**src/rtl/serial_frame_pkg.sv**
```systemverilog
// Shared definitions for the serial frame transmitter: state encoding and frame length.
package serial_frame_pkg;

    localparam int unsigned STATE_W = 3;

    typedef enum logic [STATE_W-1:0] {
        ST_IDLE   = 3'd0,
        ST_START  = 3'd1,
        ST_DATA   = 3'd2,
        ST_PARITY = 3'd3,
        ST_STOP   = 3'd4
    } state_t;

    // Clocks from the first START cycle through the last STOP cycle.
    function automatic int unsigned frame_len(input int unsigned data_w,
                                              input int unsigned parity_en,
                                              input int unsigned bit_cycles);
        return (2 + data_w + parity_en) * bit_cycles;
    endfunction

endpackage

```
**src/rtl/serial_frame_tx_if.sv**
```systemverilog
// Valid/ready word handshake between the upstream producer and the frame transmitter.
interface serial_frame_tx_if #(
    parameter int unsigned DATA_W = 8
);
    logic [DATA_W-1:0] tx_data;
    logic              tx_valid;
    logic              tx_ready;

    modport master (output tx_data, output tx_valid, input  tx_ready);
    modport slave  (input  tx_data, input  tx_valid, output tx_ready);
endinterface

```
**src/rtl/serial_bit_timer.sv**
```systemverilog
// Free-running bit-period counter; bit_tick marks the last clock of each serial bit.
module serial_bit_timer #(
    parameter int unsigned BIT_CYCLES = 1
) (
    input  logic clk,
    input  logic rst,
    input  logic restart,
    output logic bit_tick
);
    localparam int unsigned CNT_W = (BIT_CYCLES > 1) ? $clog2(BIT_CYCLES) : 1;

    logic [CNT_W-1:0] r_cnt;

    assign bit_tick = (r_cnt == CNT_W'(BIT_CYCLES - 1));

    always_ff @(posedge clk or negedge rst) begin
        if (!rst) begin
            r_cnt <= '0;
        end else if (restart || bit_tick) begin
            r_cnt <= '0;
        end else begin
            r_cnt <= r_cnt + CNT_W'(1);
        end
    end
endmodule

```
**src/rtl/serial_frame_tx.sv**
```systemverilog
// Parallel-to-serial frame transmitter: start bit, LSB-first data, optional parity, stop bit.
module serial_frame_tx
    import serial_frame_pkg::*;
#(
    parameter int unsigned DATA_W     = 8,
    parameter int unsigned BIT_CYCLES = 1,
    parameter int unsigned PARITY_EN  = 1,
    parameter int unsigned PARITY_ODD = 0
) (
    input  logic              clk,
    input  logic              rst,
    serial_frame_tx_if.slave  tx,
    output logic              sdout,
    output logic              busy,
    output logic              frame_done
);
    localparam int unsigned CNT_W = $clog2(DATA_W + 1);

    state_t            r_state, w_state_n;
    logic [DATA_W-1:0] r_shift, w_shift_n;
    logic [CNT_W-1:0]  r_bit_cnt, w_bit_cnt_n;
    logic              r_parity, w_parity_n;
    logic              r_sdout, w_sdout_n;
    logic              r_ready, w_ready_n;
    logic              r_busy, w_busy_n;
    logic              r_done, w_done_n;
    logic              w_accept;
    logic              w_bit_tick;

    assign w_accept    = (r_state == ST_IDLE) && tx.tx_valid && r_ready;
    assign tx.tx_ready = r_ready;
    assign sdout       = r_sdout;
    assign busy        = r_busy;
    assign frame_done  = r_done;

    serial_bit_timer #(
        .BIT_CYCLES (BIT_CYCLES)
    ) u_bit_timer (
        .clk      (clk),
        .rst      (rst),
        .restart  (w_accept),
        .bit_tick (w_bit_tick)
    );

    always_ff @(posedge clk or negedge rst) begin
        if (!rst) begin
            r_state   <= ST_IDLE;
            r_shift   <= '0;
            r_bit_cnt <= '0;
            r_parity  <= 1'b0;
            r_sdout   <= 1'b1;
            r_ready   <= 1'b1;
            r_busy    <= 1'b0;
            r_done    <= 1'b0;
        end else begin
            r_state   <= w_state_n;
            r_shift   <= w_shift_n;
            r_bit_cnt <= w_bit_cnt_n;
            r_parity  <= w_parity_n;
            r_sdout   <= w_sdout_n;
            r_ready   <= w_ready_n;
            r_busy    <= w_busy_n;
            r_done    <= w_done_n;
        end
    end

    // Outputs are computed from the next state so their registers line up with r_state.
    always_comb begin
        w_state_n   = r_state;
        w_shift_n   = r_shift;
        w_bit_cnt_n = r_bit_cnt;
        w_parity_n  = r_parity;
        w_done_n    = 1'b0;
        w_sdout_n   = 1'b1;

        case (r_state)
            ST_IDLE: begin
                if (w_accept) begin
                    w_state_n  = ST_START;
                    w_shift_n  = tx.tx_data;
                    w_parity_n = (^tx.tx_data) ^ 1'(PARITY_ODD);
                end
            end
            ST_START: begin
                if (w_bit_tick) begin
                    w_state_n   = ST_DATA;
                    w_bit_cnt_n = '0;
                end
            end
            ST_DATA: begin
                if (w_bit_tick) begin
                    w_shift_n = r_shift >> 1;
                    if (r_bit_cnt == CNT_W'(DATA_W - 1)) begin
                        w_bit_cnt_n = '0;
                        w_state_n   = (PARITY_EN != 0) ? ST_PARITY : ST_STOP;
                    end else begin
                        w_bit_cnt_n = r_bit_cnt + CNT_W'(1);
                    end
                end
            end
            ST_PARITY: begin
                if (w_bit_tick) begin
                    w_state_n = ST_STOP;
                end
            end
            ST_STOP: begin
                if (w_bit_tick) begin
                    w_state_n = ST_IDLE;
                    w_done_n  = 1'b1;
                end
            end
            default: begin
                w_state_n = ST_IDLE;
            end
        endcase

        case (w_state_n)
            ST_START:  w_sdout_n = 1'b0;
            ST_DATA:   w_sdout_n = w_shift_n[0];
            ST_PARITY: w_sdout_n = w_parity_n;
            default:   w_sdout_n = 1'b1;
        endcase

        w_ready_n = (w_state_n == ST_IDLE);
        w_busy_n  = (w_state_n != ST_IDLE);
    end
endmodule

```
**src/flat_wrapper.sv**
```systemverilog
// flat-port wrapper written by rule: the top's interface ports become plain ports
module serial_frame_tx_flat import serial_frame_pkg::*;
#(
    parameter int unsigned DATA_W     = 8,
    parameter int unsigned BIT_CYCLES = 1,
    parameter int unsigned PARITY_EN  = 1,
    parameter int unsigned PARITY_ODD = 0
)
  (clk, rst, sdout, busy, frame_done, tx_tx_data, tx_tx_valid, tx_tx_ready);
  serial_frame_tx_if #(.DATA_W(DATA_W)) tx_i ();
  input  logic clk;
  input  logic rst;
  output logic sdout;
  output logic busy;
  output logic frame_done;
  input wire logic [$bits(tx_i.tx_data)-1:0] tx_tx_data;
  input wire logic [$bits(tx_i.tx_valid)-1:0] tx_tx_valid;
  output wire logic [$bits(tx_i.tx_ready)-1:0] tx_tx_ready;
  assign tx_i.tx_data = tx_tx_data;
  assign tx_i.tx_valid = tx_tx_valid;
  assign tx_tx_ready = tx_i.tx_ready;
  serial_frame_tx #(.DATA_W(DATA_W), .BIT_CYCLES(BIT_CYCLES), .PARITY_EN(PARITY_EN), .PARITY_ODD(PARITY_ODD)) u_core (.clk(clk), .rst(rst), .tx(tx_i), .sdout(sdout), .busy(busy), .frame_done(frame_done));
endmodule
```
**config.mk**
```make
export PLATFORM = sky130hd
export DESIGN_NAME = serial_frame_tx_flat
export DESIGN_NICKNAME = d
export VERILOG_FILES = /design/src/rtl/serial_frame_pkg.sv /design/src/rtl/serial_frame_tx_if.sv /design/src/rtl/serial_bit_timer.sv /design/src/rtl/serial_frame_tx.sv /design/src/flat_wrapper.sv
export SDC_FILE = /design/constraint.sdc
export NUM_CORES = 1
export LEC_CHECK = 0
export CORE_ASPECT_RATIO = 0.9
export CORE_UTILIZATION = 33
export DETAILED_ROUTE_END_ITERATION = 6
export HOLD_SLACK_MARGIN = 0.15
export PLACE_DENSITY = 0.63
export SKIP_LAST_GASP = 1
export SLEW_MARGIN = 30
export SYNTH_ARGS = -nofsm -noshare
export SYNTH_HDL_FRONTEND = slang
export SYNTH_SLANG_ARGS = --single-unit
```
**constraint.sdc**
```tcl
create_clock -name clk -period 1.4 [get_ports clk]
set_input_delay 0.21 -clock clk [delete_from_list [all_inputs] [get_ports clk]]
set_output_delay 0.21 -clock clk [all_outputs]
set_load 0.03 [all_outputs]
```
==> results.yml, run 1 <==
run_status:
  status: "finished, violations left"
  violations: "negative setup slack"
synthesis:
  synthDistinctLibCells: 35
  synth_area_leaders: "dfrtp_1 (44%), nand2_1 (6.9%), xnor2_1 (5.6%)"
  synth_area_leader_cell: "dfrtp_1"
  ys_ff_latch: 21
  synth.top_cell.area_share: 0.4378
  ys_seq_area_frac: 0.4862
  syn_avg_cell_area_um2: 11.08
  yosys_warnings: 0
  netlist_area_um2: 1086
  syn_inst: 98
  synthesis.nets: 110
global_routing:
  grtUsageTotal: 0.1457
  grt_overflow_total: 0
  grt_max_degree: 22
  antenna_found_initial: 0
  grt_pass1_vias: 890
  grt_pass1_wl_mm: 3.995
worst_setup_path:
  critPathBufInv: 0
  path_depth: 4
  cp.required_ns: 1.64
  endpoint: "u_core.sdout"
  ff2ff_path_depth: 4
  path_cells: "nor4b_4 > a21oi_2 > or3_1 > mux2i_1"
  startpoint_type: "flop"
  reg2reg_slack_ns: -0.12
  cp-end-kind: "flop"
  path_max_fanout: 5
  path_delay_family: "simple AND/OR/NAND/NOR gates"
  cp.arrival_ns: 1.76
  reg2reg_from: "u_core.r_state[0]"
  slowest_delay_ns: 0.47
  cp_slowest_cell: "dfrtp_2"
  critical_path_class: "flop to flop"
  startpoint: "u_core.r_state[0]"
  r2r_end: "u_core.sdout"
timing:
  setup_slack_ns: -0.1246
  finalCritPeriodShare: 1.089
  holdWs_ns: 0.2371
  rsz0062_at_grt: "true"
  setup_viol: 15
  maxSlewViolCount: 0
  post-route-min-period_ns: 1.525
  fin_skew_ns: 0.005271
  max_freq_mhz: 655.9
  finalHoldViolations: 0
cts:
  root_buffer: "clkbuf_4"
  clock_latency_ns: 0.30
  holdBufCountCts: 0
  cts_buffer_depth: 2
  cts_tree: "yes"
  clk_pin_slew_ns: 0.12
  cts-buffers-inserted: 3
  cts.sinks: 21
  cts_htree_levels: 1
detailed_routing:
  drt_iter0_markers: 10
  firstDrtPassIters: 4
  drc: 0
  num_vias: 857
  antenna_left: 0
  wl_mm: 2.243
  wl_per_cell_um: 12.60
  vias_per_cell: 4.815
power:
  ir_drop_mv: 0.9631
  powerDensity_nw_per_um2: 2009
  cellLeakagePower_uw: 0.0006766
floorplanning:
  coreArea_um2: 3090
  die_area_um2: 3525
  pin_count: 15
  die_w_um: 62.47
  fp.dieH_um: 56.43
  initial_utilization: 0.3514
  std_cell_rows: 19
run:
  cap_violations: 0
finish:
  nNetsFinal: 149
  layout_common_cells: "buf_4 (21), nand2_1 (18), dfrtp_1 (15)"
  drive_gt1_frac: 0.3971
  finalInstanceArea_um2: 1523
  final_common_cell: "buf_4"
  area_growth_pct: 40.21
  diodes: 0
  seqCellArea_um2: 533.0
  multiInputGateArea_um2: 558.0
  fillCellCount: 292
placed_design:
  routabilityCongestion: 0.7599
  hpwl_mm: 1.623
  dp_slack_ns: -0.2413
  io_buffers: 14
  place_area_um2: 1384
min_path:
  hp-class: "input pin to asynchronous set/reset pin"
==> cell families (layout without fill, tap and decap cells) <==
family          count (synthesis)  count (layout)  synth area share
fa+ha+maj                       1               1           0.01152
flops                          21              21            0.4862
buf+inv                         5              43           0.03687
other cells                     1               1          0.003453
compound gates                 24              24            0.1855
simple gates                   36              36            0.1878
xor+xnor                        9               9           0.07950
mux                             1               1          0.009217
==> state kept, by name (all words and copies together), names as in the netlist <==
| name | flops |
|---|---|
| u_core.r_shift | 8 |
| u_core.sdout | 1 |
| u_core.tx.tx_ready | 1 |
| u_core.busy | 1 |
| u_core.r_bit_cnt | 4 |
| u_core.r_state | 3 |
| u_core.r_parity | 1 |
| u_core.u_bit_timer.r_cnt | 1 |
| u_core.frame_done | 1 |
==> stage by stage <==
stage | setup TNS (ns) | instances | total power [µW] | util
after floorplan | -0.1202 | 98 | 2003 | -
after CTS | -0.5412 | 176 | 2962 | 0.4810
after detailed placement | -2.170 | 168 | 2504 | 0.4478
final | -0.5933 | 178 | 3058 | 0.4927
after global routing | -2.248 | 178 | 3306 | 0.4927
after global placement | -1.787 | 168 | 2455 | 0.4478
==> metal layers <==
metal  wire [µm]  track usage  up-vias
met5           0            0        -
met4          10      0.02326        0
met3         116      0.05691        2
met2        1092       0.2547       22
met1        1024       0.1710      413
li1            -            -      420
==> timing repair <==
item / in CTS / in global routing
pin swaps: 5 / 4
endpoints found under the setup margin: 17 / 17
setup buffers: 4 / 3
resized for setup: 15 / 6
==> Yosys cell counts <==
cell        n
a2111oi_4   1
a21o_1      1
a21oi_1     2
a21oi_2     1
a22oi_1     6
a311oi_1    1
a32o_1      1
a32o_2      1
and2_1      1
buf_2       2
buf_4       1
buf_6       2
conb_1      1
dfrtp_1    19
dfstp_2     2
ha_1        1
mux2i_1     1
nand2_1    20
nand2b_1    2
nand4_1     1
nor2_1      3
nor2b_1     1
nor2b_2     1
nor3_1      2
nor3b_1     1
nor4b_4     2
o21ai_0     3
o21ai_1     4
o21bai_4    1
o31ai_1     1
o41a_1      1
or3_1       2
xnor2_1     7
xnor2_2     1
xor2_1      1
==> worst min-delay path by stage <==
stage | start | to | slack, ns | cells past startpoint
finish | rst | u_core.r_shift[1] | 0.24 | 2
global route | rst | u_core.frame_done | 0.26 | 2
CTS | rst | u_core.r_bit_cnt[1] | 0.24 | 2
detailed placement | u_core.r_shift[3] | u_core.r_shift[3] | 0.46 | 2
global placement | u_core.r_shift[5] | u_core.r_shift[5] | 0.46 | 2
floorplan | rst | u_core.busy | -0.09 | 0
==> area by class of cell <==
type                    instances  share of cell area
multi-input cells              72              0.3665
flip-flops and latches         21              0.3500
repair buffers                 39              0.2309
well taps                      42             0.03451
clock buffers                   3             0.01479
clock inverters                 1            0.003287
==> power breakdown <==
group / internal (µW) / switching [µW] / total [µW]
Combinational: 922 / 780 / 1700
Sequential: 868 / 200 / 1070
Clock: 107 / 182 / 289
Total: 1900 / 1160 / 3060
No activity file was read; power rests on OpenSTA's default activity.
==> run 2: changes to the inputs <==
- CELL_PAD_IN_SITES_DETAIL_PLACEMENT: unset -> 0
- CELL_PAD_IN_SITES_GLOBAL_PLACEMENT: unset -> 1
- PLACE_DENSITY: 0.63 -> 0.74
==> results.yml, run 2 (synthesis gave the netlist of run 1 again) <==
run_status:
  status: "finished, violations left"
  violations: "negative setup slack"
finish:
  diodes: 0
  drive_gt1_frac: 0.4044
  final_common_cell: "buf_4"
  top_regs: "u_core.r_shift x8, u_core.r_bit_cnt x4, u_core.r_state x3"
  instances_no_fill: 178
  final_core_util: 0.4891
  multiInputGateArea_um2: 563.0
  top_register: "u_core.r_shift"
  layout_common_cells: "buf_4 (21), nand2_1 (18), dfrtp_1 (15)"
  area_growth_pct: 39.17
  fillCellCount: 308
  seqCellArea_um2: 533.0
  nNetsFinal: 149
  largest_register_ff_count: 8
run:
  cap_violations: 0
detailed_routing:
  vias_per_cell: 4.787
  antenna_left: 0
  drc: 0
  firstDrtPassIters: 3
  drt_iter0_markers: 22
  wl_mm: 2.292
  num_vias: 852
  wl_per_cell_um: 12.88
timing:
  finalHoldViolations: 0
  fin_skew_ns: 0.001306
  fin_setup_tns_ns: -0.7024
  setup_slack_ns: -0.1367
  max_freq_mhz: 650.7
  rsz0062_at_grt: "true"
  post-route-min-period_ns: 1.537
  setup_viol: 12
  finalCritPeriodShare: 1.098
  holdWs_ns: 0.2439
  maxSlewViolCount: 0
cts:
  clock_latency_ns: 0.30
  cts.sinks: 21
  cts_buffer_depth: 2
  cts-buffers-inserted: 3
  root_buffer: "clkbuf_4"
  holdBufCountCts: 0
  clk_pin_slew_ns: 0.11
  cts_tree: "yes"
  cts_htree_levels: 1
floorplanning:
  std_cell_rows: 19
  initial_utilization: 0.3514
  coreArea_um2: 3090
  fp.dieH_um: 56.43
  die_w_um: 62.47
  die_area_um2: 3525
  pin_count: 15
placed_design:
  place_inst: 171
  routabilityCongestion: 0.7720
  io_buffers: 14
  hpwl_mm: 1.674
worst_setup_path:
  startpoint_type: "flop"
  slowest_delay_ns: 0.50
  cp.required_ns: 1.63
  cp_slowest_cell: "dfrtp_2"
  critPathBufInv: 0
  path_delay_family: "flip-flops"
  reg2reg_slack_ns: -0.14
  critical_path_class: "flop to flop"
  path_max_fanout: 6
  cp.arrival_ns: 1.77
  path_cells: "nor4b_4 > a21oi_2 > a2111oi_4 > mux2i_1"
  cp-end-kind: "flop"
global_routing:
  grt_overflow_total: 0
  antenna_found_initial: 0
  grt_pass1_wl_mm: 3.774
  grtUsageMet2: 0.2314
  grt.busiest_layer: "met2"
  grt_pass1_vias: 826
  grt_max_degree: 22
  grt_use_met1: 0.1716
  grtUsageTotal: 0.1410
  met3_usage: 0.04268
power:
  cellLeakagePower_uw: 0.0006744
  finalPower_uw: 2981
  ir_drop_mv: 0.7810
  powerDensity_nw_per_um2: 1972
min_path:
  hp-class: "input pin to asynchronous set/reset pin"
## run 2: worst register-to-register path, stage by stage (launching register included)
cell	delay, ns
dfrtp_2	0.50
nor4b_4	0.40
a21oi_2	0.15
a2111oi_4	0.31
mux2i_1	0.12
## run 2: layer usage
layer / up-vias / routed length (µm)
met5: - / 0
met4: 0 / 69
met3: 10 / 73
met2: 19 / 1085
met1: 408 / 1064
li1: 415 / -
## run 2: per-stage QoR
stage / setup WS, ns / instance area [µm²]
after detailed placement: -0.2735 / 1409
final: -0.1367 / 1511
after global placement: -0.1941 / 1409
after CTS: -0.1260 / 1484
after global routing: -0.2341 / 1511
after floorplan: -0.1011 / 1102
## run 2: path summary, 6_finish.rpt
| kind | start | depth (start not counted) | endpoint |
|---|---|---|---|
| max in group asynchronous | rst | 2 | u_core.tx.tx_ready |
| min in group clk | u_core.r_shift[3] | 2 | u_core.r_shift[3] |
| worst max-delay path | u_core.r_state[0] | 4 | u_core.sdout |
| worst min-delay path | rst | 2 | u_core.r_bit_cnt[3] |
| worst max register to register | u_core.r_state[0] | 4 | u_core.sdout |
| worst min register to register | u_core.r_shift[3] | 2 | u_core.r_shift[3] |
## run 2: layout make-up
type / instances / area share
Clock buffer: 4 / 0.01738
Multi-Input combinational cell: 72 / 0.3725
Sequential cell: 21 / 0.3526
Tap cell: 42 / 0.03477
Timing Repair Buffer: 39 / 0.2227
## run 2: power by group
| part | total (µW) | leakage, µW | switching (µW) | internal [µW] |
|---|---|---|---|---|
| Clock | 286 | 0.0000150 | 174 | 111 |
| Sequential | 1070 | 0.000259 | 200 | 867 |
| Combinational | 1630 | 0.000401 | 777 | 852 |
## run 2: repair_timing
action | in CTS | in global routing
resized for setup | 12 | 14
endpoints found under the setup margin | 18 | 19
setup buffers | 4 | 1
pin swaps | 6 | 5
